<file path="src/rtl/sub_su_pipe.sv">
// Streaming signed-minus-unsigned subtractor: two registered stages with valid/ready
// on both sides, optional output saturation and a wrapping transaction counter.
module sub_su_pipe #(
    parameter int WIDTH = 8,
    parameter int OUT_W = WIDTH + 2
) (
    input  logic                    clk,
    input  logic                    rst_b,
    input  logic                    in_valid,
    output logic                    in_ready,
    input  logic [WIDTH-1:0]        a,
    input  logic [WIDTH-1:0]        b,
    output logic                    out_valid,
    input  logic                    out_ready,
    output logic signed [OUT_W-1:0] out_diff,
    output logic                    out_sat,
    output logic [15:0]             txn_count
);

    localparam int FW = WIDTH + 2;

    logic                    r_s1_v;
    logic [WIDTH-1:0]        r_s1_a;
    logic [WIDTH-1:0]        r_s1_b;
    logic                    r_s2_v;
    logic signed [OUT_W-1:0] r_s2_diff;
    logic                    r_s2_sat;
    logic [15:0]             r_txn_count;

    logic                    w_s2_ready;
    logic                    w_s1_move;
    logic                    w_in_xfer;
    logic                    w_out_xfer;
    logic signed [FW-1:0]    w_full;
    logic signed [OUT_W-1:0] w_diff;
    logic                    w_sat;

    // in_ready looks only at pipeline state and out_ready, never at in_valid.
    assign w_s2_ready = !r_s2_v || out_ready;
    assign w_s1_move  = r_s1_v && w_s2_ready;
    assign in_ready   = !r_s1_v || w_s2_ready;
    assign w_in_xfer  = in_valid && in_ready;
    assign w_out_xfer = r_s2_v && out_ready;

    assign w_full = $signed({{2{r_s1_a[WIDTH-1]}}, r_s1_a}) - $signed({2'b00, r_s1_b});

    generate
        if (OUT_W < FW) begin : g_sat
            localparam logic signed [FW-1:0] SAT_MAX = {{(FW-OUT_W+1){1'b0}}, {(OUT_W-1){1'b1}}};
            localparam logic signed [FW-1:0] SAT_MIN = {{(FW-OUT_W+1){1'b1}}, {(OUT_W-1){1'b0}}};

            always_comb begin
                w_diff = w_full[OUT_W-1:0];
                w_sat  = 1'b0;
                if (w_full > SAT_MAX) begin
                    w_diff = SAT_MAX[OUT_W-1:0];
                    w_sat  = 1'b1;
                end else if (w_full < SAT_MIN) begin
                    w_diff = SAT_MIN[OUT_W-1:0];
                    w_sat  = 1'b1;
                end
            end
        end else begin : g_full
            assign w_diff = w_full;
            assign w_sat  = 1'b0;
        end
    endgenerate

    // NOTE: stage data registers are reset too, so out_diff reads 0 straight out of reset.
    always_ff @(posedge clk or negedge rst_b) begin
        if (!rst_b) begin
            r_s1_v <= 1'b0;
            r_s1_a <= '0;
            r_s1_b <= '0;
        end else if (w_in_xfer) begin
            r_s1_v <= 1'b1;
            r_s1_a <= a;
            r_s1_b <= b;
        end else if (w_s1_move) begin
            r_s1_v <= 1'b0;
        end
    end

    always_ff @(posedge clk or negedge rst_b) begin
        if (!rst_b) begin
            r_s2_v    <= 1'b0;
            r_s2_diff <= '0;
            r_s2_sat  <= 1'b0;
        end else if (w_s1_move) begin
            r_s2_v    <= 1'b1;
            r_s2_diff <= w_diff;
            r_s2_sat  <= w_sat;
        end else if (w_out_xfer) begin
            r_s2_v <= 1'b0;
        end
    end

    always_ff @(posedge clk or negedge rst_b) begin
        if (!rst_b) begin
            r_txn_count <= '0;
        end else if (w_out_xfer) begin
            r_txn_count <= r_txn_count + 16'd1;
        end
    end

    assign out_valid = r_s2_v;
    assign out_diff  = r_s2_diff;
    assign out_sat   = r_s2_sat;
    assign txn_count = r_txn_count;

endmodule

</file>
<file path="config.mk">
export PLATFORM = sky130hd
export DESIGN_NAME = sub_su_pipe
export DESIGN_NICKNAME = d
export VERILOG_FILES = /design/src/rtl/sub_su_pipe.sv
export SDC_FILE = /design/constraint.sdc
export NUM_CORES = 1
export LEC_CHECK = 0
export CAP_MARGIN = 20
export CORE_UTILIZATION = 50
export CTS_CLUSTER_SIZE = 10
export DETAILED_ROUTE_END_ITERATION = 16
export PLACE_DENSITY = 0.82
export REMOVE_ABC_BUFFERS = 1
export SLEW_MARGIN = 20
export SYNTH_ARGS = -nofsm -noshare
export SYNTH_HDL_FRONTEND = slang
export SYNTH_SLANG_ARGS = --single-unit
</file>
<file path="constraint.sdc">
create_clock -name clk -period 6.3 [get_ports clk]
set_input_delay 1.89 -clock clk [delete_from_list [all_inputs] [get_ports clk]]
set_output_delay 1.89 -clock clk [all_outputs]
set_load 0.05 [all_outputs]
</file>
Word level (Yosys, flattened, before mapping)
Index checks and enable logic that the tools add are counted.

Word-level logic and storage cells: 21. Output and inout bits: 29. Input port bits: 20. Register bits after elaboration: 44.

Add/sub/neg operators: 2. Muxes and demuxes: 4. Reduce and logical (&&, ||, !) cells: 9.

Operators by type and width (count): 16-bit by 1-bit adder with 16-bit output, second input constant (1); 8-bit by 9-bit subtractor with 10-bit output (1); 1-bit 2-to-1 mux (4); 2-bit nonzero test (2); 1-bit logical AND (3); 1-bit logical NOT (2); 1-bit logical OR (2).

Logic depth before layout (Yosys ltp)
Depth after elaboration: 5. Gate-level depth with buffers: 8.

Least setup slack after synthesis
Ideal clock, no wire load.

Kind: input to output. From: input out_ready. To: output in_ready. Required time: 4.410 ns. Path buffers: 0. Arrival time: 2.366 ns. Path slack: 2.044 ns. Cell stages on the path: 2. Cell sequence: nor2b_4 > nand2_1.

Word-level cells in the longest chain between the ends: 2.

Ends and longest elaborated chain: start: declaration (line 14) `input logic out_ready,`; 1-bit logical OR (line 39) `assign w_s2_ready = !r_s2_v || out_ready;`; 1-bit logical OR (line 41) `assign in_ready = !r_s1_v || w_s2_ready;`; end: declaration (line 10) `output logic in_ready,`.

Every way passes these cells.

Worst setup path in the final report
Ends and elaborated chain as after synthesis.

==> impl_metrics.py <==
metrics = {
    "yosys": {
        "synth_top_area_share_pct": 49.52,
        "syn_area_um2": 2223,
        "post_synth.cell_area_avg_um2": 11.12,
        "async_flop_share_pct": 100.0,
        "yosys_warnings": 0,
        "netlist_instances": 200,
        "synthTopCellsByCount": "44 x dfrtp_1, 18 x mux2_2, 15 x inv_1",
        "synth_most_common_cell": "dfrtp_1",
        "synth_edf_count": 0,
        "synth_flop_cell": "dfrtp_1",
        "ys_types": 46,
        "yosys-top-cells-area": "dfrtp_1 50%, mux2_2 9.1%, ha_1 5.6%, xnor2_1 5.1%, inv_1 2.5%",
        "yosys_register_bits": 44,
        "post-synth-top-area-cell": "dfrtp_1",
        "ys_seq_area_share_pct": 49.52,
    },
    "global_routing": {
        "grt_overflow": 0,
        "use_met1_pct": 27.75,
        "grt_usage_pct": 20.40,
        "busiest_layer": "met2",
        "grt_max_degree": 45,
        "grt_pass1_vias": 1504,
        "grt_first_pass_wirelength_um": 7017,
        "use_met3_pct": 4.441,
        "antenna_found_initial": 0,
        "grt.met2_usage_pct": 31.86,
    },
    "routing": {
        "drt_iter0_markers": 114,
        "dr_total_vias": 1655,
        "drtPass1Iterations": 4,
        "wl_per_cell_um": 14.11,
        "drcViolationCount": 0,
        "vias_per_cell": 5.462,
        "wirelength_um": 4275,
        "antenna_left": 0,
    },
    "timing": {
        "setup-violations-final": 0,
        "timing.final.crit_period_ns": 5.433,
        "clock.fmax_ghz": 0.1841,
        "period_share_pct": 86.24,
        "timing.slew.headroom_pct": 65.03,
        "finalMaxSlewViolations": 0,
        "hold_violations": 0,
        "tightest_slew_ns": 0.5229,
        "rsz0062_at_grt": "no",
        "finalSetupTns_ns": 0,
        "worst_clock_skew_ns": 0.003762,
    },
    "floorplanning": {
        "core_region_area_um2": 4144,
        "ios": 49,
        "die_h_um": 68.69,
        "die_x_um": 68.69,
        "dieArea_um2": 4718,
        "rows": 23,
        "start_util_pct": 53.65,
    },
    "clock_tree": {
        "post_cts_buffers": 0,
        "clock_latency_ns": 0.30,
        "cts_resized": 0,
        "hold_buffers": 0,
        "cts_made_buffers": 5,
        "clock_path_buffers": 2,
        "cts_max_level": 2,
        "path_clk_slew_ns": 0.08,
        "cts_tree": "done",
        "cts.sinks": 44,
        "ctsRootBufferMaster": "clkbuf_8",
    },
    "critical_path": {
        "cp_data_required_time_ns": 4.41,
        "cp-start-kind": "primary input",
        "path_max_fanout": 7,
        "end_kind": "output pin",
        "arrival_ns": 3.54,
        "path_class": "in -> out",
    },
    "finish": {
        "design.final.nets": 283,
        "nFillCells": 325,
        "drive_above_1_share_pct": 13.83,
        "syn_to_final_growth_pct": 28.02,
        "multi_input_area_um2": 1040,
        "seq_area_um2": 1101,
        "diodes": 0,
    },
    "power_and_ir_drop": {
        "p_leak_nw": 1.254,
        "vdd_ir_drop_max_v": 0.0001623,
        "power_density_nw_per_um2": 377.5,
        "total_power_mw": 1.075,
    },
    "place": {
        "place.gp.congestion": 0.8269,
        "io_buffers": 47,
        "hpwl_um": 3197,
    },
    "status": {
        "status": "completed",
    },
    "job": {
        "max_cap_violations": 0,
    },
    "hold_path": {
        "min_path_type": "reg -> reg",
    },
}
-- critical path, cell delays in order --
cell,delay [ns]
clkdlybuf4s50_1,0.59
nor2b_4,0.09
nand2_1,0.13
clkdlybuf4s50_1,0.84
-- layout by cell type (no fill, tap or decap), types with 2 or more instances in the layout --
cell             Yosys  final
a21oi_1              3      3
a31oi_1              2      2
and2_1               2      2
and3_1               4      4
and4_1               3      3
clkbuf_8             0      6
clkdlybuf4s50_1      0     46
clkinvlp_4           0      2
dfrtp_1             44     44
ha_1                10     10
inv_1               15     15
mux2_2              18     18
nand2_1             14     14
nand2b_1             2      2
nand3_1              9      9
nand4_1              8      8
nand4b_1             2      2
nor2_1               7      7
nor3_1               2      2
o21a_1               2      2
o21ai_0              9      9
o31ai_1              2      2
xnor2_1             13     13
xor2_1               4      4
-- cells by family after synthesis --
kind of cell | share of synthesized area (%)
other | 0.1687
muxes | 9.116
and+or+nand+nor | 15.08
buffers and inverters | 3.714
DFF | 49.52
AOI/OAI and AO/OA | 9.173
xor gates and xnor gates | 6.697
adders and majority gates | 6.528
-- registers in the layout (all words and copies together) (netlist names) --
| register | flops |
|---|---|
| r_s1_a | 8 |
| out_valid | 1 |
| out_diff | 10 |
| txn_count | 16 |
| r_s1_b | 8 |
| r_s1_v | 1 |
-- worst paths after layout --
path | from | end | slack, ns | depth (start not counted)
worst max register to register | r_s1_a[0]$_DFFE_PN0P_ | out_diff[8]$_DFFE_PN0P_ | 4.00 | 8
max in group asynchronous | rst_b | out_diff[1]$_DFFE_PN0P_ | 4.32 | 2
worst min-delay path | out_diff[3]$_DFFE_PN0P_ | out_diff[3]$_DFFE_PN0P_ | 0.49 | 2
worst max-delay path | out_ready | in_ready | 0.87 | 4
min in group asynchronous | rst_b | r_s1_a[0]$_DFFE_PN0P_ | 1.51 | 1
worst min register to register | out_diff[3]$_DFFE_PN0P_ | out_diff[3]$_DFFE_PN0P_ | 0.49 | 2
-- power by group --
group          total [mW]  leakage [nW]  internal [mW]  switching (mW)
registers           0.400         0.539          0.346          0.0545
clock network       0.186        0.0434         0.0887          0.0975
logic               0.488         0.671          0.187           0.301
total                1.07          1.25          0.622           0.453
-- stage by stage --
stage	setup WS [ns]	hold slack [ns]	instance area (µm²)	utilization, %	std cells
3_5_place_dp	0.8574	0.4697	2729	65.85	294
3_3_place_gp	0.9123	0.4629	2729	65.85	294
4_1_cts	0.8519	0.4855	2826	68.21	302
5_1_grt	0.7883	0.5098	2846	68.69	303
2_1_floorplan	2.044	0.4794	2201	-	197
6_report	0.8672	0.4852	2846	68.69	303
-- routing by layer --
metal	vias up	part of all wire, %
met5	-	0
li1	815	-
met3	5	4.3
met4	0	1.4
met2	44	49
met1	791	45
-- final cells by class --
cell class	count	share of cell area, %
clock buffer	6	2.901
clock inverter	2	0.5275
inverter	16	2.110
multi-input combinational	137	36.53
sequential	44	38.68
tap	50	2.198
timing repair buffer	48	17.05
Power figures use the tool's default switching activity.
